`config.mk`:
```
export PLATFORM = sky130hd
export DESIGN_NAME = sap_1_controller_sequencer
export DESIGN_NICKNAME = d
export VERILOG_FILES = /design/src/rtl/sap_1_pkg.sv /design/src/rtl/sap_1_ring_counter.sv /design/src/rtl/sap_1_controller_sequencer.sv
export SDC_FILE = /design/constraint.sdc
export NUM_CORES = 1
export LEC_CHECK = 0
export ABC_AREA = 1
export CAP_MARGIN = 0
export CORE_AREA = 2 2 39 41
export DETAILED_ROUTE_END_ITERATION = 6
export DIE_AREA = 0 0 41 43
export DONT_BUFFER_PORTS = 1
export HOLD_SLACK_MARGIN = 0.12
export SLEW_MARGIN = 30
export SYNTH_ARGS = -nofsm -noshare
export SYNTH_HDL_FRONTEND = slang
export SYNTH_SLANG_ARGS = --single-unit
```
`constraint.sdc`:
```
create_clock -name Clk -period 2.5 [get_ports Clk]
set_input_delay 0.5 -clock Clk [delete_from_list [all_inputs] [get_ports Clk]]
set_output_delay 0.5 -clock Clk [all_outputs]
set_load 0.005 [all_outputs]
```
`src/rtl/sap_1_pkg.sv`:
```
// Shared SAP-1 controller definitions: opcodes, control-word bit positions, microcode words.
// Read by the controller top; early-end behaviour is selected there by SAP_1_CTRL_EARLY_END_EN.
package sap_1_pkg;

    localparam logic [3:0] OP_LDA = 4'b0000;
    localparam logic [3:0] OP_ADD = 4'b0001;
    localparam logic [3:0] OP_SUB = 4'b0010;
    localparam logic [3:0] OP_OUT = 4'b1110;
    localparam logic [3:0] OP_HLT = 4'b1111;

    localparam int unsigned CON_W = 12;
    typedef logic [CON_W-1:0] con_t;

    // Bit positions inside CON, MSB first; *_N bits are active low.
    localparam int unsigned CON_CP   = 11;
    localparam int unsigned CON_EP   = 10;
    localparam int unsigned CON_LM_N = 9;
    localparam int unsigned CON_CE_N = 8;
    localparam int unsigned CON_LI_N = 7;
    localparam int unsigned CON_EI_N = 6;
    localparam int unsigned CON_LA_N = 5;
    localparam int unsigned CON_EA   = 4;
    localparam int unsigned CON_SU   = 3;
    localparam int unsigned CON_EU   = 2;
    localparam int unsigned CON_LB_N = 1;
    localparam int unsigned CON_LO_N = 0;

    localparam con_t CON_NOP = 12'h3E3;

    localparam con_t CW_FETCH_T1 = 12'h5E3;
    localparam con_t CW_FETCH_T2 = 12'hBE3;
    localparam con_t CW_FETCH_T3 = 12'h263;

    localparam con_t CW_LDA_T4 = 12'h1A3;
    localparam con_t CW_LDA_T5 = 12'h2C3;
    localparam con_t CW_LDA_T6 = CON_NOP;
    localparam con_t CW_ADD_T4 = 12'h1A3;
    localparam con_t CW_ADD_T5 = 12'h2E1;
    localparam con_t CW_ADD_T6 = 12'h3C7;
    localparam con_t CW_SUB_T4 = 12'h1A3;
    localparam con_t CW_SUB_T5 = 12'h2E1;
    localparam con_t CW_SUB_T6 = 12'h3CF;
    localparam con_t CW_OUT_T4 = 12'h3F2;
    localparam con_t CW_OUT_T5 = CON_NOP;
    localparam con_t CW_OUT_T6 = CON_NOP;
    localparam con_t CW_HLT_T4 = CON_NOP;

    typedef enum logic [5:0] {
        StT1 = 6'b000001,
        StT2 = 6'b000010,
        StT3 = 6'b000100,
        StT4 = 6'b001000,
        StT5 = 6'b010000,
        StT6 = 6'b100000
    } ring_state_e;

    function automatic logic is_known_op(input logic [3:0] op);
        return (op == OP_LDA) || (op == OP_ADD) || (op == OP_SUB) ||
               (op == OP_OUT) || (op == OP_HLT);
    endfunction

endpackage

```
`src/rtl/sap_1_ring_counter.sv`:
```
// Six-state one-hot T-state ring with synchronous clear, hold and restart-to-T1.
// Priority: clear, then hold, then restart, then normal advance.
module sap_1_ring_counter
    import sap_1_pkg::*;
(
    input  logic        clk_i,
    input  logic        clr_i,
    input  logic        hold_i,
    input  logic        restart_i,
    output ring_state_e t_o
);

    ring_state_e state_q, state_d;

    always_comb begin
        state_d = StT1;
        case (state_q)
            StT1:    state_d = StT2;
            StT2:    state_d = StT3;
            StT3:    state_d = StT4;
            StT4:    state_d = StT5;
            StT5:    state_d = StT6;
            StT6:    state_d = StT1;
            default: state_d = StT1; // recover from any non-one-hot value
        endcase
    end

    always_ff @(posedge clk_i) begin
        if (clr_i) begin
            state_q <= StT1;
        end else if (hold_i) begin
            state_q <= state_q;
        end else if (restart_i) begin
            state_q <= StT1;
        end else begin
            state_q <= state_d;
        end
    end

    assign t_o = state_q;

endmodule

```
`src/rtl/sap_1_controller_sequencer.sv`:
```
// SAP-1 controller-sequencer: T-state ring plus opcode decode into the 12-bit control word.
// Define SAP_1_CTRL_EARLY_END_EN to skip trailing NOP T-states (variable machine cycle).
module sap_1_controller_sequencer
    import sap_1_pkg::*;
(
    input  logic        Clk,
    input  logic        Clr,
    input  logic [3:0]  opcode,
    output logic [11:0] CON,
    output logic        HLT,
    output logic [5:0]  T
);

    ring_state_e t_state;
    logic        hlt_q;
    logic        halt_set;
    logic        early_end;

    // Halt is decided only in T4; the ring is held on that same edge so it freezes at T4.
    assign halt_set = (t_state == StT4) && (opcode == OP_HLT);

`ifdef SAP_1_CTRL_EARLY_END_EN
    always_comb begin
        early_end = 1'b0;
        if (t_state == StT5 && opcode == OP_LDA) begin
            early_end = 1'b1;
        end else if (t_state == StT4 && (opcode == OP_OUT || !is_known_op(opcode))) begin
            early_end = 1'b1;
        end
    end
`else
    assign early_end = 1'b0;
`endif

    always_ff @(posedge Clk) begin
        if (Clr) begin
            hlt_q <= 1'b0;
        end else if (halt_set) begin
            hlt_q <= 1'b1;
        end
    end

    sap_1_ring_counter u_ring (
        .clk_i     (Clk),
        .clr_i     (Clr),
        .hold_i    (hlt_q | halt_set),
        .restart_i (early_end),
        .t_o       (t_state)
    );

    always_comb begin
        CON = CON_NOP;
        if (!Clr && !hlt_q) begin
            case (t_state)
                StT1: CON = CW_FETCH_T1;
                StT2: CON = CW_FETCH_T2;
                StT3: CON = CW_FETCH_T3;
                StT4: begin
                    case (opcode)
                        OP_LDA:  CON = CW_LDA_T4;
                        OP_ADD:  CON = CW_ADD_T4;
                        OP_SUB:  CON = CW_SUB_T4;
                        OP_OUT:  CON = CW_OUT_T4;
                        OP_HLT:  CON = CW_HLT_T4;
                        default: CON = CON_NOP;
                    endcase
                end
                StT5: begin
                    case (opcode)
                        OP_LDA:  CON = CW_LDA_T5;
                        OP_ADD:  CON = CW_ADD_T5;
                        OP_SUB:  CON = CW_SUB_T5;
                        OP_OUT:  CON = CW_OUT_T5;
                        default: CON = CON_NOP;
                    endcase
                end
                StT6: begin
                    case (opcode)
                        OP_LDA:  CON = CW_LDA_T6;
                        OP_ADD:  CON = CW_ADD_T6;
                        OP_SUB:  CON = CW_SUB_T6;
                        OP_OUT:  CON = CW_OUT_T6;
                        default: CON = CON_NOP;
                    endcase
                end
                default: CON = CON_NOP;
            endcase
        end
    end

    assign T   = t_state;
    assign HLT = hlt_q;

endmodule

```
# Word-level counts from Yosys, hierarchy flattened
# Cells that the tools add are included.
[word_totals]
n_memories = 0
mem_bits_rw = 0
latchBits = 0
inputBits = 6
regBits = 7
elab_cells = 26
output_inout_bits = 19
rom_bits = 0
[classes]
mux = 6
n_eq_ne = 10
shifts = 0
magnitude_cmp = 0
multipliers = 0
bitwise_logic = 1
addsub = 0
div_mod_pow = 0
n_reduce_logical = 7
[op_table]
columns = ["cell", "count"]
rows = [
  ["$pmux 12 s6", 1],
  ["$pmux 6 s5", 1],
  ["$pmux 10 s2", 1],
  ["$pmux 9 s2", 1],
  ["$mux 12", 1],
  ["$pmux 6 s2", 1],
  ["$eq 4x4->1 const B", 2],
  ["$eq 6x1->1 const B", 1],
  ["$eq 6x2->1 const B", 1],
  ["$eq 6x3->1 const B", 1],
  ["$eq 6x4->1 const B", 1],
  ["$eq 6x5->1 const B", 1],
  ["$eq 6x6->1 const B", 1],
  ["$eq 4x1->1 const B", 1],
  ["$eq 4x2->1 const B", 1],
  ["$logic_not 4->1", 1],
  ["$reduce_or 3->1", 1],
  ["$logic_and 1x1->1", 2],
  ["$logic_not 1->1", 2],
  ["$reduce_or 2->1", 1],
  ["$or 1x1->1", 1],
]

# Depth between registers and ports, before layout
# Gate-level depths: netlist of the first run.
[logic_depth]
word_depth = 5
mapped_depth = 8
mapped_depth_nobuf = 8

# Cells and area by module
# A second synthesis of the first run with hierarchy kept.
[unflattened]
hier_cells = 127
hier_area_um2 = 764.5
[by_module_without_submodules]
columns = ["module", "seq_area_each_um2", "cells_each", "area_each_um2", "instances"]
rows = [
  ["sap_1_controller_sequencer", 20.0, 79, 437.9, 1],
  ["sap_1_ring_counter", 120.1, 48, 326.6, 1],
]

# Least setup slack after synthesis of the first run
# OpenSTA, ideal clock, no wires.
[synth_path]
path_kind = "input to output"
startpoint = "input port Clr"
endpoint = "output port CON[1]"
path_stages = 6
arrival_ps = 1124
required_time_ps = 2000
setup_slack_ps = 876
n_path_buf = 0
cell_sequence = "nor2_1 -> nand2_1 -> nor2_2 -> inv_2 -> nor2_2 -> nand2_1"
[synth_between]
elab_chain_len = 3
[synth_rtl]
columns = ["item", "line", "rtl"]
rows = [
  ["start, declared", "sap_1_controller_sequencer.sv:7", "input logic Clr,"],
  ["$logic_not 1->1", "sap_1_controller_sequencer.sv:53", "if (!Clr && !hlt_q) begin"],
  ["$logic_and 1x1->1", "sap_1_controller_sequencer.sv:53", ""],
  ["$mux 12", "sap_1_controller_sequencer.sv:53", ""],
  ["end, declared", "sap_1_controller_sequencer.sv:9", "output logic [11:0] CON,"],
]
# Every way passes these cells.

# Worst setup path in the final report of the first run
[layout_path]
startpoint = "register u_ring.state_q[2], in the netlist u_ring.t_o[2]"
endpoint = "output port CON[5]"
[layout_between]
elab_chain_len = 3
elab_cells_between_ends = 8
cone_classes = "eq/ne (6); mux (2)"
[layout_rtl]
columns = ["item", "line", "rtl"]
rows = [
  ["start, declared", "sap_1_ring_counter.sv:13", "ring_state_e state_q, state_d;"],
  ["start signal, assigned", "sap_1_ring_counter.sv:30", "state_q <= StT1;"],
  ["start signal, assigned", "sap_1_ring_counter.sv:32", "state_q <= state_q;"],
  ["start signal, assigned", "sap_1_ring_counter.sv:34", "state_q <= StT1;"],
  ["$eq 6x6->1 (tied with other cells)", "sap_1_controller_sequencer.sv:54", "case (t_state)"],
  ["$pmux 12 s6 *", "sap_1_controller_sequencer.sv:54", ""],
  ["$mux 12 *", "sap_1_controller_sequencer.sv:53", ""],
]
# Mark *: on every way between the ends. The rest lies on a longest branch, timed or not.

==> summary.txt, run 1 <==
Detailed routing
  • Via count: 694
  • Vias per cell: 5.34
  • WL/cell: 11.9 µm
  • WL final: 1540 µm
  • DR pass1 iterations: 4
  • Routed Antenna Nets: 0
  • Initial drt markers: 5
  • DRC viols: 0

Floorplan
  • Initial Util: 47.8%
  • Die H: 43 µm
  • Die area: 1760 µm²
  • Area of the core: 1380 µm²
  • Row count: 14
  • IO Pins: 25
  • Die width: 41 µm

Layout
  • Most frequent cells in the layout: nor2_1, nand2_1, inv_1, nand3_1, dfxtp_1
  • Antenna fix cells: 0
  • Share of layout cells above drive strength 1: 19.3%
  • Area grow syn2layout: 6.99%
  • Fin area: 708 µm²
  • Fin util: 51.2%
  • Final #Nets: 121
  • Non-Filler Instances: 130
  • Most common cell after layout, fill and taps aside: nor2_1

Worst setup path
  • Startpoint Class: flop
  • Cell family with most CP delay: simple AND/OR/NAND/NOR gates
  • Max incr delay on CP: 0.42 ns
  • Crit path max fanout: 4
  • Required @ worst endpoint: 2.00 ns
  • CP endpoint kind: output pin
  • Arr. time, crit path: 1.50 ns
  • CP cell instances: inv_1 > nor2_1 > nand3_1 > nand3_1 > nor2_1 > nor2_2 > nand2_1
  • Setup CP Type: flop to output pin
  • WP buf/inv: 1
  • CP max stage cell: dfxtp_1

Synthesis
  • Mux contribution to synthesized area: 0%
  • Yosys reg bits: 7
  • Yosys warnings: 0
  • Post-synthesis cell area: 662 µm²
  • Synth Area in XOR/XNOR: 0%
  • Synth area leaders: dfxtp_1, nor2_1, nand3_1
  • Largest family of logic cells by synthesized area: simple AND/OR/NAND/NOR gates
  • Synthesized Nets: 116
  • Synth top area share: 21.2%
  • Mapped Avg Cell Area: 6.02 µm²
  • Part of the Yosys area used for sequential elements: 21.2%
  • Post-synth top area cell: dfxtp_1
  • Synth cell types: 21
  • Mapped Cells: 110
  • Synth Area in Compound Gates: 14.6%
  • Simple-Gate Fraction of Synth Area: 53.5%
  • Synth Area in Adders: 0%

STA
  • Clock Skews: 0.00536 ns
  • Setup TNS: 0 ns
  • Measured slew at the worst slew-check pin: 0.308 ns
  • Final-report setup violation count: 0
  • Slew Viols, Final: 0
  • Period minus WS final: 2.00 ns
  • Normalized max-slew margin: 79.3%
  • Hold slack: 0.440 ns
  • Max Fclk: 500 MHz
  • Post-route setup slack: 0.498 ns
  • Fin crit share: 80.1%
  • Unrepaired setup endpoints after global routing: false
  • Fin. Hold Viols: 0

CTS
  • H-tree depth: 1
  • Max Root-Sink Buffers: 2
  • CTS sink count: 7
  • CTS tree: done
  • Clock network latency to the later pin of the worst-skew pair: 0.26 ns
  • Root buffer cell: clkbuf_4
  • Post-CTS sizing: 0
  • Reg clk slew, reported paths: 0.05 ns
  • CTS hold repair buffers: 0
  • Num CTS Buffers: 3
  • Post-CTS Setup Inserts: 0

Pwr
  • Pwr Density: 478 nW/µm²
  • Tot Pwr: 0.339 mW
  • Leak Pwr: 0.362 nW
  • Maximum VDD drop: 0.258 mV

Placement
  • Routability cong.: 0.807
  • Place WS: 0.732 ns
  • Post-DP HPWL: 1290 µm
  • DP Cell Count: 126
  • I/O Buffers: 0
  • Placed instance area: 682 µm²

Outcome
  • Status: complete, no violations

Flow run
  • Maxcap violations: 0

Global route
  • Largest net degree at the start of global routing: 10
  • GRT Overall Usage: 19.9%
  • Vias in the first global route: 559
  • Grt total ovfl: 0
  • Number of antenna violations at the first check in global routing: 0
  • First-pass GRT wire length: 2320 µm

Hold path
  • Worst hold path class: primary input to flop
area by class of cell:
type                    instances  area, µm²
fillers                       159        676
multi-input cells              84        450
inverters                      19       71.3
clock buffers                   4       26.3
well taps                      16       20.0
flip-flops and latches          7        140
state kept, by name, summed over array words and instances (netlist names):
signal	flops
HLT	1
u_ring.t_o	6
final timing paths:
| path | start | endpoint | slack (ns) | cells past startpoint |
|---|---|---|---|---|
| worst min-delay path | Clr | u_ring.t_o[0]$_SDFFE_PP1N_ | 0.44 | 2 |
| worst max-delay path | u_ring.t_o[2]$_SDFFE_PP0N_ | CON[5] | 0.50 | 7 |
| worst min register to register | u_ring.t_o[3]$_SDFFE_PP0N_ | u_ring.t_o[3]$_SDFFE_PP0N_ | 0.55 | 2 |
| worst max register to register | u_ring.t_o[3]$_SDFFE_PP0N_ | u_ring.t_o[5]$_SDFFE_PP0N_ | 1.22 | 6 |
synthesized netlist by cell type:
master and count:
o21ai_2 1, nor2_1 23, nor3_1 1, o21ai_0 1
nand3_4 1, inv_1 14, dfxtp_1 7, o21ai_1 5
nor2_2 5, a31oi_1 1, o21bai_4 1, nor3b_1 1
nor2_4 2, nand4_1 4, a21oi_1 2, nand3_2 1
nand3_1 14, nand2_4 1, inv_2 5, nand2_1 18
o21bai_2 2
worst reg2reg max path, cell delays in order, from the launching register on:
cell	delay [ns]
dfxtp_1	0.42
inv_2	0.07
nor2_2	0.17
nand3_4	0.16
o21bai_4	0.18
nand2_4	0.10
o21ai_1	0.12
cell families (layout without fill, tap and decap cells):
group,Yosys count,in the layout
and+or+nand+nor,71,71
buffers and inverters,19,23
AOI/OAI and AO/OA,13,13
DFF,7,7
power by group:
group / switching (mW) / internal [mW] / total, mW
registers: 0.0123 / 0.118 / 0.131
clock network: 0.0432 / 0.0610 / 0.104
logic: 0.0701 / 0.0338 / 0.104
total: 0.126 / 0.213 / 0.339
routing by layer:
layer	vias to the layer above	part of all wire, %	track usage, %
li1	369	-	-
met1	301	45	24.6
met2	19	46	29.7
met3	5	6.6	3.14
met4	0	2.7	14.0
met5	-	0	0
Note: power is estimated with default switching activity, not from simulation.
==> run 2, diff against run 1 <==
--- a/config.mk
+++ b/config.mk
@@ -5,7 +5,7 @@
 export SDC_FILE = /design/constraint.sdc
 export NUM_CORES = 1
 export LEC_CHECK = 0
-export ABC_AREA = 1
+export ABC_AREA = 0
 export CAP_MARGIN = 0
 export CORE_AREA = 2 2 39 41
 export DETAILED_ROUTE_END_ITERATION = 6
==> constraint.sdc (replaced) <==
create_clock -name Clk -period 1.9 [get_ports Clk]
set_input_delay 0.38 -clock Clk [delete_from_list [all_inputs] [get_ports Clk]]
set_output_delay 0.38 -clock Clk [all_outputs]
set_load 0.005 [all_outputs]
==> run 2 against run 1 <==
- the run now ends with setup timing left
- die area is the same
- utilization up 9.1 points
- clock-buffer cell count did not move
- worst hold slack worse by 0.24 ns
- critical path depth fell by 3
- worst setup slack worse by 0.62 ns
- critical endpoint is now CON[1]
- clock power is 37% higher
- wire length up 9.7%
- design area grew 18%
- largest power group unchanged
- sequential share of layout area is 1.8 points lower
- sequential power rose by 21%
- via count shrank 6.2%
==> summary.txt, run 2 <==
Outcome
  • Failing checks: setup timing
  • Status: complete, but fails checks

Worst setup path
  • Crit path max fanout: 4
  • Startpoint Class: flop
  • CP endpoint kind: output pin
  • Reg2Reg Setup Slack: 0.24 ns
  • Required @ worst endpoint: 1.52 ns
  • R2R Path End: u_ring.t_o[3]$_SDFFE_PP0N_
  • FF-to-FF Start: u_ring.t_o[3]$_SDFFE_PP0N_
  • Arr. time, crit path: 1.64 ns
  • Reg2Reg Depth: 7
  • Setup CP Type: flop to output pin

CTS
  • Reg clk slew, reported paths: 0.06 ns
  • Max Root-Sink Buffers: 2
  • CTS tree: done
  • Num CTS Buffers: 3
  • CTS sink count: 7
  • Clock network latency to the later pin of the worst-skew pair: 0.26 ns
  • H-tree depth: 1
  • Root buffer cell: clkbuf_4

STA
  • Measured slew at the worst slew-check pin: 0.420 ns
  • Slew Viols, Final: 0
  • Period minus WS final: 2.02 ns
  • Post-route setup slack: -0.124 ns
  • Fin. Hold Viols: 0
  • Max Fclk: 494 MHz
  • Fin crit share: 107%
  • Clock Skews: 0.00951 ns
  • Normalized max-slew margin: 71.9%
  • Final-report setup violation count: 5
  • Unrepaired setup endpoints after global routing: true

Global route
  • Largest net degree at the start of global routing: 10
  • Grt total ovfl: 0
  • Number of antenna violations at the first check in global routing: 0
  • First-pass GRT wire length: 2550 µm
  • Vias in the first global route: 627
  • GRT Overall Usage: 20.9%

Synthesis
  • Count leader, synth: nor2_1
  • Synth top area share: 22.6%
  • Post-synth top area cell: dfxtp_1
  • Post-synth EDFFs: 0
  • Part of the Yosys area used for sequential elements: 22.6%
  • Synth top cells by count: nor2_1, dfxtp_1, nand2_1, nand3_1, o21ai_0
  • Mapped Avg Cell Area: 7.74 µm²
  • Yosys warnings: 0
  • Top FF cell, synth: dfxtp_1
  • Yosys reg bits: 7
  • Mapped Cells: 80
  • Post-synthesis cell area: 619 µm²
  • Synth cell types: 41
  • Synth area leaders: dfxtp_1, nor2_1, a21o_1
  • Async set or reset register ratio after synthesis: 0%
  • Synthesized Nets: 86

Layout
  • Fin area: 835 µm²
  • Area grow syn2layout: 34.7%
  • Most common cell after layout, fill and taps aside: buf_4
  • Share of layout cells above drive strength 1: 41.7%
  • Most frequent cells in the layout: buf_4, nor2_1, nand2_1, o21ai_0, nand3_1
  • Final #Nets: 103
  • Non-Filler Instances: 112
  • Antenna fix cells: 0
  • Max FFs per register: 6
  • Fillcell total: 135

Pwr
  • Pwr Density: 502 nW/µm²
  • Maximum VDD drop: 0.293 mV
  • Leak Pwr: 0.332 nW

Floorplan
  • IO Pins: 25
  • Die width: 41 µm
  • Die area: 1760 µm²
  • Row count: 14
  • Area of the core: 1380 µm²
  • Initial Util: 44.8%
  • Die H: 43 µm

Flow run
  • Maxcap violations: 0

Detailed routing
  • Vias per cell: 5.81
  • DRC viols: 0
  • Via count: 651
  • WL/cell: 15.1 µm
  • DR pass1 iterations: 4
  • Initial drt markers: 12
  • WL final: 1690 µm
  • Routed Antenna Nets: 0

Placement
  • Routability cong.: 0.743
  • I/O Buffers: 0
  • Post-DP HPWL: 1260 µm
  • Placed instance area: 693 µm²
  • DP Cell Count: 102

Hold path
  • WHS Path Cells: 1
  • WHS Endpoint: u_ring.t_o[3]$_SDFFE_PP0N_
  • Hold Crit Start: Clr
  • Worst hold path class: primary input to flop
[run 2: cell count changes after synthesis, sizes merged, moves of 3 or more]
cell / delta
nor2: -20
a21o: +3
nand4: -3
nand2b: +3
inv: -18
nand3: -12
nand2: -14
nor3b: +3
nor3: +3
buf: +4
[run 2: metal layers]
metal | vias up | global-route usage [%] | routed length, µm | share of wire (%)
li1 | 325 | - | - | -
met1 | 305 | 23.9 | 712 | 42
met2 | 21 | 34.7 | 891 | 53
met5 | - | 0 | 0 | 0
met4 | 0 | 4.67 | 0 | 0
met3 | 0 | 8.38 | 87 | 5.1
[run 2: worst max path at each step]
stage / slack, ns / startpoint / to
floorplan: 0.05 / u_ring.t_o[2]$_SDFFE_PP0N_ / CON[8]
global placement: 0.12 / u_ring.t_o[3]$_SDFFE_PP0N_ / CON[8]
detailed placement: 0.09 / u_ring.t_o[3]$_SDFFE_PP0N_ / CON[8]
CTS: -0.14 / u_ring.t_o[5]$_SDFFE_PP0N_ / CON[8]
global route: -0.21 / u_ring.t_o[5]$_SDFFE_PP0N_ / CON[9]
finish: -0.12 / u_ring.t_o[0]$_SDFFE_PP1N_ / CON[1]
[run 2: logic make-up after synthesis]
kind of cell / share of synthesized area, %
and+or+nand+nor: 46.3
AOI/OAI and AO/OA: 18.8
DFF: 22.6
buffers and inverters: 6.46
xor gates and xnor gates: 4.24
muxes: 1.62
[run 2: critical path, stage by stage, from the launching register on]
cell	delay [ns]
dfxtp_1	0.30
or2_2	0.36
nor3_4	0.16
nand3_1	0.16
or3_1	0.40
[run 2: repair_timing]
| item | in CTS | in global routing |
|---|---|---|
| pin swaps | 5 | 4 |
| hold buffers | 0 | 0 |
| buffers inserted | 1 | 5 |
| endpoints found under the setup margin | 8 | 10 |
| resized for setup | 7 | 9 |
[run 2: per-stage QoR]
stage	utilization (%)	hold WS, ns	setup slack, ns	total power, mW	TNS, ns
2_1_floorplan	-	0.565	0.0514	0.240	0
3_3_place_gp	50.1	0.454	0.117	0.270	0
3_5_place_dp	50.1	0.456	0.0874	0.272	0
4_1_cts	54.4	0.188	-0.139	0.412	-0.556
5_1_grt	60.3	0.188	-0.205	0.440	-1.01
6_report	60.3	0.197	-0.124	0.419	-0.510
[run 2: layout make-up]
type	count	area [µm²]	share of cell area (%)
Clock buffer	4	26.3	3.15
Inverter	1	3.75	0.450
Multi-Input combinational cell	66	492	58.9
Sequential cell	7	150	18.0
Tap cell	16	20.0	2.40
Timing Repair Buffer	18	143	17.1
[run 2: power by group]
part           switching [mW]  total, mW  internal (mW)
clock                  0.0614      0.142         0.0806
sequential            0.00503      0.158          0.153
combinational          0.0604      0.120         0.0592
==> run 3, diff against run 2 <==
--- a/config.mk
+++ b/config.mk
@@ -11,6 +11,7 @@
 export DETAILED_ROUTE_END_ITERATION = 6
 export DIE_AREA = 0 0 41 43
 export DONT_BUFFER_PORTS = 1
+export GPL_TIMING_DRIVEN = 0
 export HOLD_SLACK_MARGIN = 0.12
 export SLEW_MARGIN = 30
 export SYNTH_ARGS = -nofsm -noshare
==> run 3 against run 2 <==
- the flow still finishes with violations (setup timing)
- die area unchanged
- fmax decreased by 4.9%
- critical path depth grew 1
- register-to-register slack gained 0.11 ns
- first-iteration DRC count down 42%
- clock power barely moved
- sequential power grew 13%
- utilization rose by 1.6 points
- worst hold slack improved by 0.32 ns
- sequential cell count is the same
- wire length is 9.0% lower
- clock skew shrank 0.0017 ns
==> summary.txt, run 3 (synthesis results as in run 2) <==
Worst setup path
  • Reg2Reg Setup Slack: 0.35 ns
  • CP cell instances: buf_6 > or4b_4 > and2_4 > nor3b_4 > nand3_2
  • Crit path max fanout: 10
  • Required @ worst endpoint: 1.52 ns
  • FF-to-FF Start: u_ring.t_o[3]$_SDFFE_PP0N_
  • R2R Path End: u_ring.t_o[3]$_SDFFE_PP0N_
  • Reg2Reg Depth: 6
  • Max incr delay on CP: 0.52 ns
  • Arr. time, crit path: 1.75 ns
  • Setup CP Type: flop to output pin
  • CP max stage cell: or4b_4
  • CP endpoint kind: output pin
  • Startpoint Class: flop

Detailed routing
  • Initial drt markers: 7
  • Vias per cell: 5.96
  • DRC viols: 0
  • WL/cell: 14.2 µm
  • Via count: 644
  • DR pass1 iterations: 4
  • Routed Antenna Nets: 0
  • WL final: 1540 µm

Placement
  • I/O Buffers: 0
  • Routability cong.: 0.707
  • Post-DP HPWL: 1040 µm
  • Place WS: -0.0712 ns

CTS
  • H-tree depth: 1
  • Root buffer cell: clkbuf_4
  • Reg clk slew, reported paths: 0.05 ns
  • Num CTS Buffers: 3
  • Clock network latency to the later pin of the worst-skew pair: 0.26 ns
  • Max Root-Sink Buffers: 2
  • CTS tree: done
  • CTS sink count: 7

Global route
  • Vias in the first global route: 592
  • Largest net degree at the start of global routing: 11
  • First-pass GRT wire length: 2440 µm
  • Grt total ovfl: 0
  • Number of antenna violations at the first check in global routing: 0
  • GRT Overall Usage: 19.9%

Layout
  • Fillcell total: 125
  • Most frequent cells in the layout: nor2_1, buf_6, buf_4
  • Antenna fix cells: 0
  • Most common cell after layout, fill and taps aside: nor2_1
  • Final #Nets: 99
  • Register Area: 151 µm²
  • Share of layout cells above drive strength 1: 44.6%
  • Area grow syn2layout: 38.4%
  • Footprint of the multi-input gates: 532 µm²
  • Max FFs per register: 6

Pwr
  • Logic pwr share: 28.4%
  • Sw frac: 31.0%
  • Clock Power Share: 31.9%
  • Switching power: 0.139 mW
  • Leak Pwr: 0.319 nW
  • Internal Power: 0.308 mW
  • Sequential Power Share: 39.8%
  • Pwr Density: 521 nW/µm²
  • Maximum VDD drop: 0.254 mV

Floorplan
  • Area of the core: 1380 µm²
  • Initial Util: 44.8%
  • Row count: 14
  • IO Pins: 25
  • Die H: 43 µm
  • Die width: 41 µm
  • Die area: 1760 µm²

Hold path
  • WHS Path Cells: 2
  • WHS Endpoint: u_ring.t_o[3]$_SDFFE_PP0N_
  • Worst hold path class: primary input to flop
  • Hold Crit Start: Clr

Outcome
  • Status: complete, but fails checks
  • Failing checks: setup timing

STA
  • Post-route setup slack: -0.229 ns
  • Max Fclk: 470 MHz
  • Slew Viols, Final: 0
  • Clock Skews: 0.00783 ns
  • Measured slew at the worst slew-check pin: 0.467 ns
  • Fin. Hold Viols: 0
  • Unrepaired setup endpoints after global routing: true
  • Period minus WS final: 2.13 ns
  • Final-report setup violation count: 6
  • Hold slack: 0.521 ns
  • Fin crit share: 112%
  • Normalized max-slew margin: 68.9%

Flow run
  • Maxcap violations: 0
==> run 3: layer usage <==
layer / wire length [µm] / track usage, % / vias up / part of all wire [%]
met1: 641 / 24.3 / 304 / 42
met2: 773 / 30.6 / 24 / 50
met5: 0 / 0 / - / 0
met4: 0 / 4.67 / 0 / 0
li1: - / - / 316 / -
met3: 122 / 9.42 / 0 / 7.9
==> run 3: cell type report <==
class	instances	area share (%)
plain buffers	6	6.13
clock buffers	4	3.07
inverters	1	0.438
multi-input cells	66	62.0
flip-flops and latches	7	17.7
well taps	16	2.34
repair buffers	8	8.32
==> run 3: power by group through the flow <==
stage,Clock (mW),Combinational [mW],Sequential [mW]
6_report,0.142,0.127,0.178
5_1_grt,0.151,0.137,0.181
4_1_cts,0.143,0.117,0.175
3_5_place_dp,0,0.0823,0.173
3_3_place_gp,0,0.0810,0.173
2_1_floorplan,0,0.0704,0.170
==> run 3: worst max-delay path: cells and delay by family (launching register included) <==
family / cells / cell delay (ns)
DFF: 1 / 0.33
and+or+nand+nor: 4 / 1.02
buffers and inverters: 1 / 0.14
==> run 3: worst max path at each step <==
| stage | start | endpoint | slack [ns] | depth (start not counted) |
|---|---|---|---|---|
| detailed placement | u_ring.t_o[2]$_SDFFE_PP0N_ | CON[8] | -0.07 | 5 |
| finish | u_ring.t_o[3]$_SDFFE_PP0N_ | CON[8] | -0.23 | 5 |
| global route | u_ring.t_o[5]$_SDFFE_PP0N_ | CON[6] | -0.34 | 5 |
| CTS | u_ring.t_o[5]$_SDFFE_PP0N_ | CON[8] | -0.24 | 5 |
| floorplan | u_ring.t_o[2]$_SDFFE_PP0N_ | CON[8] | 0.05 | 5 |
| global placement | u_ring.t_o[2]$_SDFFE_PP0N_ | CON[8] | -0.06 | 5 |
==> run 3: repair_timing <==
item	4_1_cts	5_1_grt
endpoints found under the setup margin	11	11
setup buffers	7	1
pin swaps	8	6
resized for setup	22	10
gates cloned	0	0
hold buffers	0	0
==> run 3: through the flow <==
step | std cells | util [%] | TNS, ns | cell area [µm²] | total power [mW]
6_report | 108 | 61.9 | -0.972 | 857 | 0.447
5_1_grt | 108 | 61.9 | -1.62 | 857 | 0.469
4_1_cts | 107 | 58.5 | -1.17 | 810 | 0.436
3_5_place_dp | 96 | 46.2 | -0.153 | 639 | 0.255
3_3_place_gp | 96 | 46.2 | -0.122 | 639 | 0.254
2_1_floorplan | 80 | - | 0 | 619 | 0.240
